**config.mk**
```make
export PLATFORM = sky130hd
export DESIGN_NAME = wc_fifo_fwft
export DESIGN_NICKNAME = d
export VERILOG_FILES = /design/src/rtl/wc_fifo_fwft_pkg.sv /design/src/rtl/fifo_1rd1wr.sv /design/src/rtl/wc_fifo_fwft.sv
export SDC_FILE = /design/constraint.sdc
export NUM_CORES = 1
export LEC_CHECK = 0
export ABC_AREA = 1
export CAP_MARGIN = 20
export CORE_MARGIN = 2
export CORE_UTILIZATION = 45
export CTS_CLUSTER_SIZE = 30
export DETAILED_ROUTE_END_ITERATION = 10
export PLACE_DENSITY = 0.62
export SYNTH_ARGS = -nofsm -noshare
export SYNTH_HDL_FRONTEND = slang
export SYNTH_HIERARCHICAL = 1
export SYNTH_SLANG_ARGS = --single-unit
```
**constraint.sdc**
```tcl
create_clock -name clk -period 8.3 [get_ports clk]
set_clock_uncertainty 0.05 [all_clocks]
set_input_delay 1.66 -clock clk [delete_from_list [all_inputs] [get_ports clk]]
set_output_delay 1.66 -clock clk [all_outputs]
set_load 0.05 [all_outputs]
```
**src/rtl/wc_fifo_fwft_pkg.sv**
```systemverilog
`default_nettype none
// ============================================================================
//  Module      : wc_fifo_fwft_pkg
//  Description : Shared constants/helpers for the FWFT FIFO bridge.
//  Revision    : 1.0 - initial release
// ============================================================================
package wc_fifo_fwft_pkg;

  // Almost-full default leaves two words of headroom below RAM depth.
  function automatic int afullDefault(input int addrWidth);
    return (2 ** addrWidth) - 2;
  endfunction

  // Level spans RAM depth plus the output stage, hence one extra bit.
  function automatic int levelWidth(input int addrWidth);
    return addrWidth + 1;
  endfunction

endpackage
`default_nettype wire

```
**src/rtl/fifo_1rd1wr.sv**
```systemverilog
`default_nettype none
// ============================================================================
//  Module      : fifo_1rd1wr
//  Description : Simple dual-port RAM, write on port A, registered read on B.
//  Revision    : 1.0 - initial release
// ============================================================================
module fifo_1rd1wr #(
  parameter int ADDR_WIDTH = 4,
  parameter int DATA_WIDTH = 32
) (
  input  logic                  clkA,
  input  logic                  wrEnA,
  input  logic [ADDR_WIDTH-1:0] addrA,
  input  logic [DATA_WIDTH-1:0] dinA,
  input  logic                  clkB,
  input  logic                  rdEnB,
  input  logic [ADDR_WIDTH-1:0] addrB,
  output logic [DATA_WIDTH-1:0] doutB
);

  logic [DATA_WIDTH-1:0] r_mem [2**ADDR_WIDTH];

  always_ff @(posedge clkA) begin
    if (wrEnA) r_mem[addrA] <= dinA;
  end

  always_ff @(posedge clkB) begin
    if (rdEnB) doutB <= r_mem[addrB];
  end

endmodule
`default_nettype wire

```
**src/rtl/wc_fifo_fwft.sv**
```systemverilog
`default_nettype none
// ============================================================================
//  Module      : wc_fifo_fwft
//  Description : First-word-fall-through FIFO over fifo_1rd1wr with a hold
//                register on the output. Define WC_FIFO_AFULL_EN for afull.
//  Revision    : 1.0 - initial release
// ============================================================================
module wc_fifo_fwft
  import wc_fifo_fwft_pkg::*;
#(
  parameter int ADDR_WIDTH = 4,
  parameter int DATA_WIDTH = 32,
  parameter int AFULL_LVL  = afullDefault(ADDR_WIDTH)
) (
  input  logic                                clk,
  input  logic                                rst,
  input  logic                                wr_valid,
  output logic                                wr_ready,
  input  logic [DATA_WIDTH-1:0]               wr_data,
  output logic                                rd_valid,
  input  logic                                rd_ready,
  output logic [DATA_WIDTH-1:0]               rd_data,
  output logic [levelWidth(ADDR_WIDTH)-1:0]   level,
  output logic                                afull
);

  localparam int c_LEVEL_W = levelWidth(ADDR_WIDTH);

  typedef logic [ADDR_WIDTH-1:0] ptr_t;
  typedef logic [c_LEVEL_W-1:0]  level_t;

  localparam level_t c_DEPTH = level_t'(2 ** ADDR_WIDTH);

  ptr_t                  r_wrPtr;
  ptr_t                  r_rdPtr;
  level_t                r_ramCount;
  level_t                r_level;
  level_t                w_ramCountNext;
  level_t                w_levelNext;
  logic                  r_inFlight;
  logic                  r_holdValid;
  logic [DATA_WIDTH-1:0] r_holdData;
  logic [DATA_WIDTH-1:0] w_ramDout;
  logic                  w_wrFire;
  logic                  w_rdFire;
  logic                  w_issue;

  assign wr_ready = (r_ramCount != c_DEPTH);
  assign w_wrFire = wr_valid & wr_ready;
  assign rd_valid = r_inFlight | r_holdValid;
  // Returning RAM data goes straight out; the hold register only covers stalls.
  assign rd_data  = r_inFlight ? w_ramDout : r_holdData;
  assign w_rdFire = rd_valid & rd_ready;
  assign w_issue  = (r_ramCount != '0) & (~rd_valid | rd_ready);
  assign level    = r_level;

  always_comb begin
    w_ramCountNext = r_ramCount;
    w_levelNext    = r_level;
    if (w_wrFire && !w_issue)      w_ramCountNext = r_ramCount + level_t'(1);
    else if (!w_wrFire && w_issue) w_ramCountNext = r_ramCount - level_t'(1);
    if (w_wrFire && !w_rdFire)      w_levelNext = r_level + level_t'(1);
    else if (!w_wrFire && w_rdFire) w_levelNext = r_level - level_t'(1);
  end

  always_ff @(posedge clk) begin
    if (rst) begin
      r_wrPtr     <= '0;
      r_rdPtr     <= '0;
      r_ramCount  <= '0;
      r_level     <= '0;
      r_inFlight  <= 1'b0;
      r_holdValid <= 1'b0;
      r_holdData  <= '0;
    end else begin
      if (w_wrFire) r_wrPtr <= r_wrPtr + ptr_t'(1);
      if (w_issue)  r_rdPtr <= r_rdPtr + ptr_t'(1);
      r_ramCount <= w_ramCountNext;
      r_level    <= w_levelNext;
      r_inFlight <= w_issue;
      // A read is only issued into an empty/draining stage, so hold and
      // in-flight are never both set.
      if (r_inFlight && !rd_ready) begin
        r_holdValid <= 1'b1;
        r_holdData  <= w_ramDout;
      end else if (w_rdFire) begin
        r_holdValid <= 1'b0;
      end
    end
  end

`ifdef WC_FIFO_AFULL_EN
  localparam level_t c_AFULL = level_t'(AFULL_LVL);
  logic r_afull;

  always_ff @(posedge clk) begin
    if (rst) r_afull <= 1'b0;
    else     r_afull <= (w_levelNext >= c_AFULL);
  end

  assign afull = r_afull;
`else
  assign afull = 1'b0;
`endif

  fifo_1rd1wr #(
    .ADDR_WIDTH (ADDR_WIDTH),
    .DATA_WIDTH (DATA_WIDTH)
  ) u_ram (
    .clkA  (clk),
    .wrEnA (w_wrFire),
    .addrA (r_wrPtr),
    .dinA  (wr_data),
    .clkB  (clk),
    .rdEnB (w_issue),
    .addrB (r_rdPtr),
    .doutB (w_ramDout)
  );

endmodule
`default_nettype wire

```
==> flow_summary_export.csv, run 1 <==
group,metric,value,unit
setup_path,path_cells,"buf_4, nand2_1, o21ai_0, clkdlybuf4s50_1",
global_route,grt_pass1_wl,90.6,mm
synthesis,mappedNetlistNets,2547,
route,highest_layer,"met5",
timing,max_freq,224,MHz
synthesis,seq_area_frac_synth,67.7,%
setup_path,rr_worst_depth,8,
worst_hold_path,hold_start,"r_holdData[27]",
floorplanning,row_count,87,
pwr,powerDensity,313,mW/mm²
pwr,p_leak,12.0,nW
route,met3_length,4.01,mm
synthesis,synthMuxAreaShare,0,%
cts,cts-root-buf,"clkbuf_16",
finish,drive_above_1_share,5.52,%
floorplanning,start_util,45.5,%
route,wl_met1,25.2,mm
timing,fin_crit_sh,53.7,%
global_route,grt.total_usage,19.8,%
route,routed-wl-met2,27.9,mm
synthesis,syn_inst,2499,
pwr,seqPwrFrac,41.0,%
setup_path,ff2ff_setup_slack,5080,ps
floorplanning,die-area,0.0590,mm²
route,drt-total-wl,58.4,mm
pwr,power_frac_comb,29.6,%
cts,clk_transition_reported_paths,60,ps
timing,rsz0062_at_grt,"no",
synthesis,yosysWarnings,6,
floorplanning,die_w,243,µm
synthesis,synth_xor_area_share,0.205,%
synthesis,synthAdderAreaFrac,0.643,%
pwr,switching_power,3.22,mW
synthesis,synth_edf_count,544,
setup_path,criticalPathCategory,"flip-flop to primary output",
finish,stdcell_count,3346,
synthesis,synth_seq_cells,596,
cts,clock_sinks,596,
timing,min_period,4460,ps
timing,hold_violations,0,
setup_path,r2r-end,"u_ram/doutB[17]",
cts,cts_tree,"yes",
job,max_cap_viol_count,0,
cts,cts_hold_buffers,0,
route,via_per_inst,5.06,
setup_path,endpoint_kind,"primary output",
route,drtIter0Drc,1375,
route,drt_drc_violations_left,0,
route,dr_total_vias,16900,
finish,diodes,0,
finish,fin_area,0.0291,mm²
pwr,swShare,35.3,%
synthesis,synth.cells.most_frequent,"nand2_1 (744), edfxtp_1 (544), inv_1 (445), nand3_1 (399), dfxtp_1 (52)",
finish,area_growth,13.2,%
route,ant_nets,0,
global_route,grt_overflow,0,
setup_path,cp_slowest_cell,"clkdlybuf4s50_1",
synthesis,synthTopCellsByArea,"edfxtp_1 (64%), nand2_1 (11%), nand3_1 (7.8%), inv_1 (6.5%), dfxtp_1 (4.1%)",
route,first_pass_iters,5,
timing,slew_violations,0,
setup_path,crit_path_start_kind,"flip-flop",
cts,cts-resized-gates,0,
global_route,grt_max_degree,176,
setup_path,crit_fanout,44,
global_route,antenna_found_initial,4,
worst_hold_path,hold_depth,2,
cts,post_cts_buffers,0,
synthesis,yosys.area.top_type,"edfxtp_1",
pwr,irDropWorstVdd,0.280,mV
synthesis,yosysMostFrequentCell,"nand2_1",
placed_design,io_buffers,74,
finish,final_nets,2587,
synthesis,synth_simple_gate_area_share,19.7,%
floorplanning,die-height,243,µm
placed_design,placed_cell_area,0.0270,mm²
worst_hold_path,holdPathEnd,"r_holdData[27]",
run_status,status,"completed",
setup_path,r2r-start,"r_rdPtr[0]",
synthesis,netlist_area,0.0257,mm²
synthesis,synth_top_area_share,63.6,%
pwr,clockPowerShare,29.4,%
pwr,finalPower,9.11,mW
synthesis,async_reset_ff_share,0,%
synthesis,synth_cell_types,26,
synthesis,synth.avg_cell_area,10.3,µm²
cts,clock_path_buffers,3,
timing,setup-tns-final,0,ps
setup_path,cp.required,6590,ps
timing,max-slew-margin-rel,31.2,%
cts,worstSkewPairLatency,630,ps
setup_path,critPathMaxStageDelay,840,ps
global_route,grt_pass1_vias,16200,
floorplanning,core,0.0564,mm²
synthesis,yosys_most_used_dff,"edfxtp_1",
worst_hold_path,holdCritPathClass,"flip-flop to flip-flop",
pwr,internal_power,5.90,mW
timing,hold_ws,397,ps
setup_path,critPathTopFamily,"buffers and inverters",
setup_path,arrival,2750,ps
setup_path,path_buf_inv,2,
synthesis,synth_compound_area_share,2.16,%
synthesis,synth_top_family_by_area,"simple AND/OR/NAND/NOR gates",
placed_design,dpl.hpwl,32.1,mm
floorplanning,ios,76,
placed_design,dp_cells,3227,
cts,h-tree-depth,2,
route,wl_per_cell,17.5,µm
timing,setup_viol,0,
timing,tightest_slew,1030,ps
placed_design,routabilityCongestion,0.780,
cts,numCtsBuffers,60,
==> worst max path at each step <==
stage	from	endpoint	cells past startpoint
3_5_place_dp	wr_valid	u_ram/r_mem[12][6]	5
4_1_cts	r_inFlight	rd_data[4]	4
5_1_grt	r_inFlight	rd_data[15]	4
6_report	r_inFlight	rd_data[8]	4
3_3_place_gp	wr_valid	u_ram/r_mem[11][10]	5
2_1_floorplan	wr_valid	u_ram/r_mem[12][0]	4
==> placed cells by master (no fill, tap or decap), drive strengths merged <==
cell / synthesis / layout
clkbuf: 21 / 72
buf: 103 / 28
or2: 4 / 4
nand2: 745 / 745
o21ai: 73 / 73
nand3b: 3 / 3
dfxtp: 52 / 52
inv: 447 / 449
clkinvlp: 0 / 2
clkinv: 0 / 30
edfxtp: 544 / 544
a21oi: 37 / 37
conb: 1 / 1
xor2: 6 / 6
bufinv: 0 / 7
clkdlybuf4s50: 0 / 74
nand3: 399 / 399
fa: 2 / 2
nand4: 2 / 2
ha: 10 / 10
nor2: 50 / 50
==> metrics by stage <==
| step | worst slack (ps) | utilization [%] |
|---|---|---|
| 3_3_place_gp | 3820 | 47.7 |
| 6_report | 3840 | 51.6 |
| 4_1_cts | 3780 | 51.3 |
| 5_1_grt | 3640 | 51.6 |
| 3_5_place_dp | 3810 | 47.8 |
| 2_1_floorplan | 4360 | - |
==> final cells by class <==
class / count / area (µm²)
Fill cell: 4891 / 27300
Sequential cell: 596 / 17400
Multi-Input combinational cell: 1332 / 5940
Inverter: 447 / 1690
Clock buffer: 72 / 1570
Timing Repair Buffer: 102 / 1150
Tap cell: 756 / 946
Clock inverter: 41 / 383
==> tightest hold or removal path, delay by kind of cell (launching register included) <==
kind | cells | cell delay [ps]
AOI/OAI and AO/OA | 1 | 50
buffers and inverters | 1 | 50
DFF | 1 | 300
==> registers in the layout, indices dropped and copies added (netlist names) <==
| name | flops |
|---|---|
| r_ramCount | 5 |
| level | 5 |
| r_wrPtr | 4 |
| r_inFlight | 1 |
| u_ram/r_mem | 512 |
| r_rdPtr | 4 |
| u_ram/doutB | 32 |
| r_holdData | 32 |
| r_holdValid | 1 |
==> power groups by stage <==
stage               clock network, mW  registers [mW]  logic, mW
floorplan                           0            3.74       2.02
global placement                    0            3.80       2.63
detailed placement                  0            3.80       2.69
CTS                              2.73            3.74       2.70
global route                     2.85            3.77       2.98
finish                           2.68            3.74       2.70
==> kinds of logic (layout without fill, tap and decap cells) <==
kind of cell | Yosys count | after routing
flops | 596 | 596
compound gates | 110 | 110
other cells | 1 | 1
buf+inv | 571 | 662
fa+ha+maj | 12 | 12
simple gates | 1203 | 1203
xor+xnor | 6 | 6
==> metal layers <==
layer  track usage (%)  vias up
li1                  -     8164
met1              26.6     8144
met2              33.3      520
met3              3.52      103
met4              5.20        2
met5                 0        -
No activity file was read; power rests on OpenSTA's default activity.
==> run 2: changes to the inputs <==
--- a/config.mk
+++ b/config.mk
@@ -11,7 +11,7 @@
 export CORE_UTILIZATION = 45
 export CTS_CLUSTER_SIZE = 30
 export DETAILED_ROUTE_END_ITERATION = 10
-export PLACE_DENSITY = 0.62
+export PLACE_DENSITY = 0.65
 export SYNTH_ARGS = -nofsm -noshare
 export SYNTH_HDL_FRONTEND = slang
 export SYNTH_HIERARCHICAL = 1
==> constraint.sdc (replaced) <==
create_clock -name clk -period 4.1 [get_ports clk]
set_clock_uncertainty 0.05 [all_clocks]
set_input_delay 0.82 -clock clk [delete_from_list [all_inputs] [get_ports clk]]
set_output_delay 0.82 -clock clk [all_outputs]
set_load 0.05 [all_outputs]
==> flow_summary_export.csv, run 2 (same netlist as run 1, synthesis figures left out) <==
group,metric,value,unit
setup_path,ff2ff_setup_slack,1260,ps
cts,cts_tree,"yes",
pwr,p_leak,12.0,nW
placed_design,dpl.hpwl,36.9,mm
cts,numCtsBuffers,59,
setup_path,rr_worst_depth,7,
floorplanning,die-area,0.0590,mm²
setup_path,crit_fanout,43,
timing,min_period,3550,ps
global_route,grt_overflow,0,
timing,slew_violations,0,
route,wl_per_cell,18.3,µm
floorplanning,start_util,45.5,%
timing,finalWorstSetupSlack,554,ps
timing,rsz0062_at_grt,"no",
floorplanning,core,0.0564,mm²
cts,cts_hold_buffers,0,
placed_design,routabilityCongestion,0.899,
timing,hold_violations,0,
global_route,antenna_found_initial,0,
setup_path,arrival,2680,ps
pwr,internal_power,12.0,mW
finish,reg.largest.list,"u_ram/r_mem x512, r_holdData x32, u_ram/doutB x32",
global_route,grt_max_degree,242,
pwr,irDropWorstVdd,0.650,mV
finish,diodes,0,
timing,fin_crit_sh,86.5,%
global_route,grt_pass1_wl,93.6,mm
global_route,grt_pass1_vias,16100,
cts,post_cts_buffers,0,
floorplanning,row_count,87,
floorplanning,die_w,243,µm
finish,drive_above_1_share,5.86,%
route,drt_drc_violations_left,0,
run_status,status,"completed",
setup_path,criticalPathCategory,"flip-flop to primary output",
pwr,clockPowerShare,29.1,%
cts,clk_transition_reported_paths,60,ps
cts,h-tree-depth,2,
timing,max-slew-margin-rel,24.2,%
pwr,powerDensity,641,mW/mm²
job,max_cap_viol_count,0,
setup_path,critPathTopFamily,"buffers and inverters",
finish,area_growth,13.1,%
timing,setup_viol,0,
cts,clock_sinks,596,
route,ant_nets,0,
floorplanning,ios,76,
setup_path,endpoint_kind,"primary output",
placed_design,placed_cell_area,0.0271,mm²
finish,largest_register,"u_ram/r_mem",
setup_path,cp.required,3230,ps
cts,cts-root-buf,"clkbuf_16",
setup_path,cp_slowest_cell,"clkdlybuf4s50_1",
worst_hold_path,holdCritPathClass,"flip-flop to flip-flop",
route,drtIter0Drc,1891,
timing,tightest_slew,1140,ps
cts,clock_path_buffers,3,
setup_path,r2r-end,"u_ram/r_mem[4][20]",
placed_design,io_buffers,74,
setup_path,r2r-start,"r_ramCount[0]",
finish,n_fill_cell,4981,
finish,final_core_util,51.5,%
setup_path,path_buf_inv,2,
cts,cts-resized-gates,0,
pwr,swShare,35.6,%
timing,setup-tns-final,0,ps
finish,final_nets,2591,
global_route,grt.total_usage,20.6,%
floorplanning,die-height,243,µm
worst_hold_path,hold_start,"r_holdData[31]",
timing,max_freq,282,MHz
placed_design,post-place-ws,676,ps
finish,final_common_cell,"nand2_1",
worst_hold_path,hold_depth,2,
setup_path,crit_path_start_kind,"flip-flop",
pwr,finalPower,18.6,mW
worst_hold_path,holdPathEnd,"r_holdData[31]",
finish,largest_reg_flops,512,
cts,worstSkewPairLatency,630,ps
finish,fin_area,0.0290,mm²
route,via_per_inst,5.14,
route,first_pass_iters,6,
pwr,power_frac_comb,30.5,%
route,drt-total-wl,61.2,mm
finish,layout_common_cells,"nand2_1 (744), edfxtp_1 (544), inv_1 (444), nand3_1 (399), clkdlybuf4s50_1 (74)",
pwr,seqPwrFrac,40.3,%
route,dr_total_vias,17200,
setup_path,path_cells,"buf_4, nand2_1, o21ai_0, clkdlybuf4s50_1",
pwr,switching_power,6.63,mW
setup_path,critPathMaxStageDelay,830,ps
setup_path,cp.depth,4,
==> run 2: changes by cell type in the layout (fill, tap and decap cells not counted), sizes merged <==
cell and change:
clkinv -4, buf +5, bufinv -1, clkbuf +3
==> run 2: layout make-up <==
| type | count | area [µm²] | area share, % |
|---|---|---|---|
| timing repair buffer | 107 | 1120 | 3.86 |
| clock inverter | 36 | 325 | 1.12 |
| clock buffer | 75 | 1630 | 5.61 |
| tap | 756 | 946 | 3.26 |
| inverter | 447 | 1690 | 5.80 |
| sequential | 596 | 17400 | 59.9 |
| multi-input combinational | 1332 | 5940 | 20.5 |
==> run 2: power groups by stage <==
stage	Clock (mW)	Combinational (mW)	Sequential [mW]
2_1_floorplan	0	4.08	7.56
3_3_place_gp	0	5.54	7.63
3_5_place_dp	0	5.61	7.64
4_1_cts	5.52	5.64	7.51
5_1_grt	5.74	6.22	7.56
6_report	5.42	5.68	7.51
==> run 2: metrics by stage <==
stage / hold WS [ps] / cells
final: 396 / 3349
after global routing: 412 / 3349
after CTS: 398 / 3349
after detailed placement: 389 / 3238
after global placement: 383 / 3237
after floorplan: 375 / 2499
==> run 2: metal layers <==
layer	track usage, %	vias to the layer above	wire length (µm)
met4	5.77	0	1180
met3	4.17	92	5640
met5	0	-	0
li1	-	8175	-
met1	30.0	8242	27000
met2	31.3	700	27400
==> run 2: worst register-to-register path, cell delays in order, from the launching register on <==
cell,delay (ps)
dfxtp_1,420
nor2_1,120
nand3_1,210
nand2_1,150
inv_1,360
nand3b_1,430
nor2_4,550
buf_12,240
==> run 2: how the worst max path moves through the flow <==
stage	endpoint	from	slack [ps]
after floorplan	u_ram/r_mem[12][0]	r_ramCount[0]	780
after global placement	u_ram/r_mem[4][24]	wr_valid	760
after detailed placement	u_ram/r_mem[4][30]	wr_valid	680
after CTS	rd_data[0]	r_inFlight	500
after global routing	rd_data[8]	r_inFlight	340
final	rd_data[15]	r_inFlight	550
